$ cat config.mk
export PLATFORM = sky130hd
export DESIGN_NAME = qpsk_sample_source
export DESIGN_NICKNAME = d
export VERILOG_FILES = /design/src/rtl/qpsk_sample_source_pkg.sv /design/src/rtl/qpsk_sample_source_byte_fifo2.sv /design/src/rtl/qpsk_sample_source.sv
export SDC_FILE = /design/constraint.sdc
export NUM_CORES = 1
export LEC_CHECK = 0
export CORE_UTILIZATION = 39
export DETAILED_ROUTE_END_ITERATION = 7
export GPL_ROUTABILITY_DRIVEN = 0
export GPL_TIMING_DRIVEN = 0
export SYNTH_ARGS = -nofsm -noshare
export SYNTH_HDL_FRONTEND = slang
export SYNTH_SLANG_ARGS = --single-unit
$ cat constraint.sdc
create_clock -name i_clk_x16 -period 2.9 [get_ports i_clk_x16]
set_clock_uncertainty 0.05 [all_clocks]
set_input_delay 0.87 -clock i_clk_x16 [delete_from_list [all_inputs] [get_ports i_clk_x16]]
set_output_delay 0.87 -clock i_clk_x16 [all_outputs]
set_load 0.02 [all_outputs]
$ cat src/rtl/qpsk_sample_source_pkg.sv
// QPSK sample source shared definitions.
// Level constants, FSM state encoding and the dibit-bit to level map.
package qpsk_sample_source_pkg;

    localparam int unsigned DEF_SPS = 4;
    localparam logic [7:0]  DEF_AMP = 8'd96;
    localparam logic [7:0]  DEF_MID = 8'd128;

    typedef enum logic {
        ST_IDLE = 1'b0,
        ST_RUN  = 1'b1
    } state_e;

    // Gray QPSK: a 0 bit maps above mid-level, a 1 bit below.
    function automatic logic [7:0] map_bit(
        input logic       b,
        input logic [7:0] mid,
        input logic [7:0] amp
    );
        return b ? (mid - amp) : (mid + amp);
    endfunction

endpackage

$ cat src/rtl/qpsk_sample_source_byte_fifo2.sv
// Two-entry synchronous byte FIFO.
// Push is ignored when full, pop is ignored when empty.
module byte_fifo2 (
    input  logic       i_clk_x16,
    input  logic       i_rst,
    input  logic       i_push,
    input  logic [7:0] i_din,
    input  logic       i_pop,
    output logic       o_full,
    output logic       o_empty,
    output logic [7:0] o_dout
);

    logic [7:0] mem_q [2];
    logic       wr_q;
    logic       rd_q;
    logic [1:0] cnt_q;
    logic       push_w;
    logic       pop_w;

    assign o_full  = (cnt_q == 2'd2);
    assign o_empty = (cnt_q == 2'd0);
    assign o_dout  = mem_q[rd_q];
    assign push_w  = i_push && !o_full;
    assign pop_w   = i_pop && !o_empty;

    // Storage: write the entry under the write pointer.
    always_ff @(posedge i_clk_x16) begin
        if (push_w) begin
            mem_q[wr_q] <= i_din;
        end
    end

    // Pointers and occupancy; simultaneous push and pop keep the count.
    always_ff @(posedge i_clk_x16) begin
        if (i_rst) begin
            wr_q  <= 1'b0;
            rd_q  <= 1'b0;
            cnt_q <= 2'd0;
        end else begin
            if (push_w) begin
                wr_q <= ~wr_q;
            end
            if (pop_w) begin
                rd_q <= ~rd_q;
            end
            if (push_w && !pop_w) begin
                cnt_q <= cnt_q + 2'd1;
            end else if (pop_w && !push_w) begin
                cnt_q <= cnt_q - 2'd1;
            end
        end
    end

endmodule

$ cat src/rtl/qpsk_sample_source.sv
// QPSK sample source: bytes -> dibits -> offset-binary I/Q,
// zero-stuffed to SPS samples per symbol, paced by the FIR strobe.
module qpsk_sample_source
    import qpsk_sample_source_pkg::*;
#(
    parameter int unsigned SPS = DEF_SPS,
    parameter logic [7:0]  AMP = DEF_AMP,
    parameter logic [7:0]  MID = DEF_MID
) (
    input  logic       i_clk_x16,
    input  logic       i_rst,
    input  logic [7:0] i_byte,
    input  logic       i_byte_valid,
    output logic       o_byte_ready,
    input  logic       i_fir_ready,
    output logic [7:0] o_I,
    output logic [7:0] o_Q,
    output logic       o_active,
    output logic       o_underrun
);

    localparam int unsigned CW = $clog2(SPS);
    localparam logic [CW-1:0] LAST = CW'(SPS - 1);

    logic [CW-1:0] sample_cnt_q;
    logic [CW-1:0] sample_cnt_d;
    state_e        state_q;
    logic [1:0]    dibit_cnt_q;
    logic [5:0]    sreg_q;
    logic [7:0]    i_q;
    logic [7:0]    q_q;
    logic          underrun_q;

    logic          fifo_full;
    logic          fifo_empty;
    logic [7:0]    fifo_dout;
    logic          push_w;
    logic          slot_w;
    logic          load_w;

    byte_fifo2 u_fifo (
        .i_clk_x16 (i_clk_x16),
        .i_rst     (i_rst),
        .i_push    (push_w),
        .i_din     (i_byte),
        .i_pop     (load_w),
        .o_full    (fifo_full),
        .o_empty   (fifo_empty),
        .o_dout    (fifo_dout)
    );

    // Slot-start detection and byte-load decision for this strobe.
    always_comb begin
        sample_cnt_d = (sample_cnt_q == LAST) ? '0 : sample_cnt_q + 1'b1;
        push_w       = i_byte_valid && !fifo_full;
        slot_w       = i_fir_ready && (sample_cnt_q == '0);
        load_w       = slot_w && !fifo_empty &&
                       ((state_q == ST_IDLE) || (dibit_cnt_q == 2'd3));
    end

    // Sample phase counter, advances once per FIR strobe.
    always_ff @(posedge i_clk_x16) begin
        if (i_rst) begin
            sample_cnt_q <= '0;
        end else if (i_fir_ready) begin
            sample_cnt_q <= sample_cnt_d;
        end
    end

    // Symbol FSM with registered I/Q and underrun outputs.
    always_ff @(posedge i_clk_x16) begin
        if (i_rst) begin
            state_q     <= ST_IDLE;
            dibit_cnt_q <= 2'd0;
            sreg_q      <= 6'd0;
            i_q         <= MID;
            q_q         <= MID;
            underrun_q  <= 1'b0;
        end else begin
            underrun_q <= 1'b0;
            if (i_fir_ready) begin
                if (sample_cnt_q != '0) begin
                    i_q <= MID;
                    q_q <= MID;
                end else if (load_w) begin
                    state_q     <= ST_RUN;
                    dibit_cnt_q <= 2'd0;
                    sreg_q      <= fifo_dout[5:0];
                    i_q         <= map_bit(fifo_dout[7], MID, AMP);
                    q_q         <= map_bit(fifo_dout[6], MID, AMP);
                end else begin
                    unique case (state_q)
                        ST_IDLE: begin
                            i_q <= MID;
                            q_q <= MID;
                        end
                        ST_RUN: begin
                            if (dibit_cnt_q != 2'd3) begin
                                dibit_cnt_q <= dibit_cnt_q + 2'd1;
                                sreg_q      <= {sreg_q[3:0], 2'b00};
                                i_q         <= map_bit(sreg_q[5], MID, AMP);
                                q_q         <= map_bit(sreg_q[4], MID, AMP);
                            end else begin
                                state_q    <= ST_IDLE;
                                i_q        <= MID;
                                q_q        <= MID;
                                underrun_q <= 1'b1;
                            end
                        end
                    endcase
                end
            end
        end
    end

    assign o_byte_ready = !fifo_full;
    assign o_I          = i_q;
    assign o_Q          = q_q;
    assign o_active     = (state_q == ST_RUN);
    assign o_underrun   = underrun_q;

endmodule
Yosys cells after proc, flatten, opt, wreduce, memory -nomap -nowiden --
Memories as Yosys holds them, arrays and structs flattened. A register that Yosys moved wholly into a read port is not among the register bits. Index checks and enable logic that the tools add are counted.
Storage, ports and cells: bits in registers 32, memories kept 1, memory bits (writable) 16, word-level logic and storage cells 75
Memories:
- u_fifo.mem_q | words 2, width 8, read ports 1, clocked after memory_dff 1, wr ports 1, RTL line qpsk_sample_source_byte_fifo2.sv:14 | logic [7:0] mem_q [2];
Cells by class: bitwise logic cells 5, reductions and logical operators 22, add/subtract/negate cells 4, mux-type cells 29, eq/ne operators 4
Operators with widths (number):
- $mux 8 | 10
- $pmux 8 s2 | 2
- $mux 6 | 3
- $mux 2 | 6
- $logic_and 1x1->1 | 8
- $mux 1 | 8
- $reduce_bool 2->1 | 4
- $add 2x1->2 const B | 3
- $eq 2x2->1 const B | 3
- $not 1->1 | 5
- $reduce_or 5->1 | 1
- $logic_not 1->1 | 4
- $logic_not 2->1 | 2
- $reduce_and 4->1 | 1
- $ne 2x2->1 const B | 1
- $reduce_and 2->1 | 1
- $sub 2x1->2 const B | 1
- $logic_or 1x1->1 | 1

Logic depth before layout (Yosys ltp) --
Gate-level depths: netlist of run 1.
depth after elaboration 8, depth in mapped cells 9, gate-level depth less buffers 9

Hierarchy --
Synthesis of run 1 repeated with hierarchy kept, for this count alone.
Second synthesis, totals: cell total of the unflattened synthesis 143, area total of the unflattened synthesis 1615.3 um^2
By module, submodules not included:
- qpsk_sample_source | sequential area each 340.3 um^2, area an instance 822.0 um^2, cells an instance 93, times used 1
- byte_fifo2 | sequential area each 580.6 um^2, area an instance 793.3 um^2, cells an instance 50, times used 1

Worst setup path after synthesis of run 1 --
Ideal clock, no wire load.
path kind input -> register, from input i_fir_ready, to register u_fifo.cnt_q[1], library setup time 0.070 ns, stages on the path 7, required time 2.780 ns, path buffers 1, path slack 0.606 ns, data arrival time 2.174 ns, cell sequence buf_6 nand2_4 nor3_4 inv_2 ha_1 or3_1 a21oi_1
Between the ends: word-level cells in the longest chain between the ends 7, elaborated cells on any way between the ends 9, classes of those cells mux: 1; reduce/logical: 8
RTL lines:
- from (decl) | RTL line qpsk_sample_source.sv:15 | input logic i_fir_ready,
- $logic_and 1x1->1 (*) | RTL line qpsk_sample_source.sv:56 | slot_w = i_fir_ready && (sample_cnt_q == '0);
- $logic_and 1x1->1 (*) (2 in series) | RTL line qpsk_sample_source.sv:57 | load_w = slot_w && !fifo_empty &&
- $logic_and 1x1->1 (*) | RTL line qpsk_sample_source_byte_fifo2.sv:25 | assign pop_w = i_pop && !o_empty;
- $logic_not 1->1 | RTL line qpsk_sample_source_byte_fifo2.sv:47 | if (push_w && !pop_w) begin
- $logic_and 1x1->1 | RTL line qpsk_sample_source_byte_fifo2.sv:47
- $mux 2 / $reduce_bool 2->1 (equally long branches)
- to (signal assigned) | RTL line qpsk_sample_source_byte_fifo2.sv:48 | cnt_q <= cnt_q + 2'd1;
- to (signal assigned) | RTL line qpsk_sample_source_byte_fifo2.sv:50 | cnt_q <= cnt_q - 2'd1;
- to (decl) | RTL line qpsk_sample_source_byte_fifo2.sv:17 | logic [1:0] cnt_q;
Mark *: on every way between the ends. The rest lies on a longest branch, timed or not. A chain may end at the register's enable or synchronous reset.

Final worst setup path of run 1 --
from register u_fifo.cnt_q[0], to output o_byte_ready
Between the ends: word-level cells in the longest chain between the ends 2
RTL lines:
- $eq 2x2->1 | RTL line qpsk_sample_source_byte_fifo2.sv:21 | assign o_full = (cnt_q == 2'd2);
- $logic_not 1->1 | RTL line qpsk_sample_source.sv:116 | assign o_byte_ready = !fifo_full;
- to (decl) | RTL line qpsk_sample_source.sv:14 | output logic o_byte_ready,
Every way passes these cells.

==> results of run 1 <==
[synth_stat cells]
library cell	instances	area [um^2]
dfxtp_1	22	440
nor2_1	17	63.8
edfxtp_1	16	480
buf_4	11	82.6
nand2_1	9	33.8
o21ai_0	7	35.0
a22oi_1	6	45.0
mux2_2	6	67.6
mux2i_1	5	50.1
a21oi_1	4	20.0
ha_1	4	50.1
inv_1	4	15.0
nor3_1	4	20.0
clkbuf_1	3	11.3
nand2b_1	3	18.8
xor2_1	3	26.3
and2_1	2	12.5
buf_6	2	22.5
o311ai_1	2	17.5
o41ai_1	2	17.5
a21o_1	1	7.51
and3_1	1	6.26
conb_1	1	3.75
inv_2	1	3.75
nand2_4	1	11.3
nand3_1	1	5.00
nor2b_2	1	8.76
nor3_4	1	16.3
or3_1	1	6.26
xnor2_1	1	8.76
[power groups by stage]
stage | logic (W) | registers (W) | clock network, W
global route | 0.000420 | 0.000704 | 0.000371
CTS | 0.000385 | 0.000694 | 0.000348
detailed placement | 0.000384 | 0.000706 | 0
finish | 0.000379 | 0.000694 | 0.000339
global placement | 0.000370 | 0.000701 | 0
floorplan | 0.000262 | 0.000710 | 0
[stage by stage]
| step | cell area (um^2) | std cells |
|---|---|---|
| floorplan | 1640 | 151 |
| global placement | 1890 | 218 |
| detailed placement | 1890 | 218 |
| CTS | 1980 | 226 |
| global route | 1980 | 226 |
| finish | 1980 | 226 |
[worst paths after layout]
kind | from | end | slack [ns] | cells after the start
worst max register to register | sample_cnt_q[0]$_SDFFE_PP0P_ | u_fifo.cnt_q[1]$_SDFFE_PP0P_ | 0.78 | 8
worst min register to register | sreg_q[2]$_SDFFE_PP0P_ | sreg_q[4]$_SDFFE_PP0P_ | 0.42 | 2
worst max-delay path | u_fifo.cnt_q[0]$_SDFFE_PP0P_ | o_byte_ready | 0.50 | 2
worst min-delay path | sreg_q[2]$_SDFFE_PP0P_ | sreg_q[4]$_SDFFE_PP0P_ | 0.42 | 2
[flip-flops by register name, summed over array words and instances, names as in the netlist, 2 cells and up, named ones only]
register / flops
u_fifo.mem_q: 16
sreg_q: 6
dibit_cnt_q: 2
o_I: 3
sample_cnt_q: 2
u_fifo.cnt_q: 2
o_Q: 2
[routing by layer]
metal	vias to the layer above	share of wire	GRT usage
met3	4	0.055	0.0500
met1	476	0.43	0.161
met5	-	0	0
li1	545	-	-
met2	30	0.50	0.259
met4	0	0.0084	0.0452
[logic make-up after synthesis]
group	synth area share
and+or+nand+nor	0.126
DFF	0.573
AOI/OAI and AO/OA	0.0887
buffers and inverters	0.0840
muxes	0.0732
adders and majority gates	0.0311
xor gates and xnor gates	0.0218
other	0.00233
[worst register-to-register path, cell delays in order (launching register included)]
cell	delay, ns
dfxtp_1	0.34
inv_1	0.06
ha_1	0.22
nand2_4	0.10
nor3_4	0.38
inv_2	0.09
ha_1	0.33
or3_1	0.35
a21oi_1	0.14
[final cells by class]
cell class                      instances  area [um^2]  area share
Buffer                                 16          116      0.0589
Clock inverter                          3         16.3     0.00823
Clock buffer                            5         68.8      0.0348
Tap cell                               48         60.1      0.0304
Inverter                                5         18.8     0.00949
Sequential cell                        38          921       0.466
Timing Repair Buffer                   19          190      0.0962
Multi-Input combinational cell         92          586       0.296
==> impl_metrics.py, run 1 <==
metrics = {
    "sta": {
        "setup_ws_ns": 0.503,
        "worst_slew_pin_slew_ns": 0.683,
        "period_minus_slack_ns": 2.40,
        "hold_violations": 0,
        "fin_tns_setup_ns": 0,
        "slew_violations": 0,
        "fmax_mhz": 417,
        "whs_ns": 0.416,
        "finalSetupViolations": 0,
        "relSlewSlack": 0.543,
        "finalCritPeriodShare": 0.827,
        "rsz0062_at_grt": "false",
    },
    "setup_path": {
        "start_kind": "flip-flop",
        "end_kind": "output pin",
        "critical-path-top-delay-family": "buffers and inverters",
        "crit_type": "flip-flop to output pin",
        "path_cells": "nand2b_1, clkdlybuf4s50_1",
        "cp_num_buf_inv": 1,
        "cp_data_arrival_time_ns": 1.48,
        "crit_path_max_fanout": 4,
        "slowest_stage": "clkdlybuf4s50_1",
        "worst_ep_required_time_ns": 1.98,
        "crit_path_max_incr_delay_ns": 0.61,
    },
    "route": {
        "ant_nets": 0,
        "route.detailed.drc": 0,
        "dr.first_iter.drc_count": 39,
        "drt_pass1_iterations": 4,
        "wl_per_cell_um": 12.1,
        "vias": 1055,
        "via_per_inst": 4.67,
        "routed_wl_um": 2730,
    },
    "grt": {
        "grt_max_degree": 13,
        "grt_pass1_wl_um": 4710,
        "antenna_found_initial": 0,
        "grt_use_total": 0.146,
        "grt_pass1_vias": 1058,
        "overflow": 0,
    },
    "min_path": {
        "hold_path.class": "flip-flop to flip-flop",
    },
    "power": {
        "p_clk_frac": 0.240,
        "combPwrFrac": 0.268,
        "power_frac_seq": 0.491,
        "p_switching_w": 0.000425,
        "ir_worst_vdd_v": 0.000380,
        "p_int_w": 0.000987,
        "power_leakage_nw": 0.772,
        "total_power_w": 0.00141,
        "switching_share": 0.301,
        "powerDensity_nw_per_um2": 715,
    },
    "floorplan": {
        "ios": 31,
        "core-area_um2": 3800,
        "die_h_um": 66.2,
        "die_area_um2": 4380,
        "die-width_um": 66.2,
        "start_util": 0.423,
        "rows": 22,
    },
    "layout": {
        "final_cell_mix": "dfxtp_1, clkdlybuf4s50_1, nor2_1, edfxtp_1, buf_4",
        "utilization": 0.520,
        "diodes": 0,
        "layout.nets": 193,
        "nFillCells": 356,
        "final_common_cell": "dfxtp_1",
        "drive_above_1_share": 0.169,
        "area_growth_pct": 23.0,
    },
    "cts": {
        "cts_sinks": 38,
        "cts.htree.levels": 2,
        "cts_hold_buf": 0,
        "clock_latency_ns": 0.28,
        "cts_resized": 0,
        "root_buffer": "clkbuf_8",
        "numCtsBuffers": 5,
        "cts.clk_slew.worst_paths_ns": 0.07,
        "postCtsSetupBuffers": 0,
        "cts_tree": "built",
        "cts_max_path_buffers": 2,
    },
    "placed_design": {
        "dp_slack_ns": 0.374,
        "port_buffers": 19,
        "hpwl_um": 2030,
    },
    "flow_run": {
        "drv_cap": 0,
    },
    "synthesis": {
        "yosysSeqAreaShare": 0.573,
        "synth_area_per_cell_um2": 11.3,
        "ys_ff_latch": 38,
        "synth.distinct_cells": 30,
        "syn_area_um2": 1610,
        "ys_warn_count": 0,
        "synthCells": 142,
    },
    "status": {
        "outcome": "finished, final reports clean",
    },
}
No activity file was read; power rests on OpenSTA's default activity.
==> run 2, diff against run 1 <==
Clock period 2.9 ns to 2.5 ns, I/O delays scaled along.
==> results of run 2 <==
The final DEF is identical to that of run 1. Status: finished, final reports clean.
Among the figures that moved: setup slack after placement 0.374 ns -> 0.0942 ns; setup slack after layout 0.503 ns -> 0.223 ns; register-to-register setup slack 0.78 ns -> 0.38 ns; total power 0.00141 W -> 0.00164 W; worst IR drop on VDD 0.000380 V -> 0.000441 V
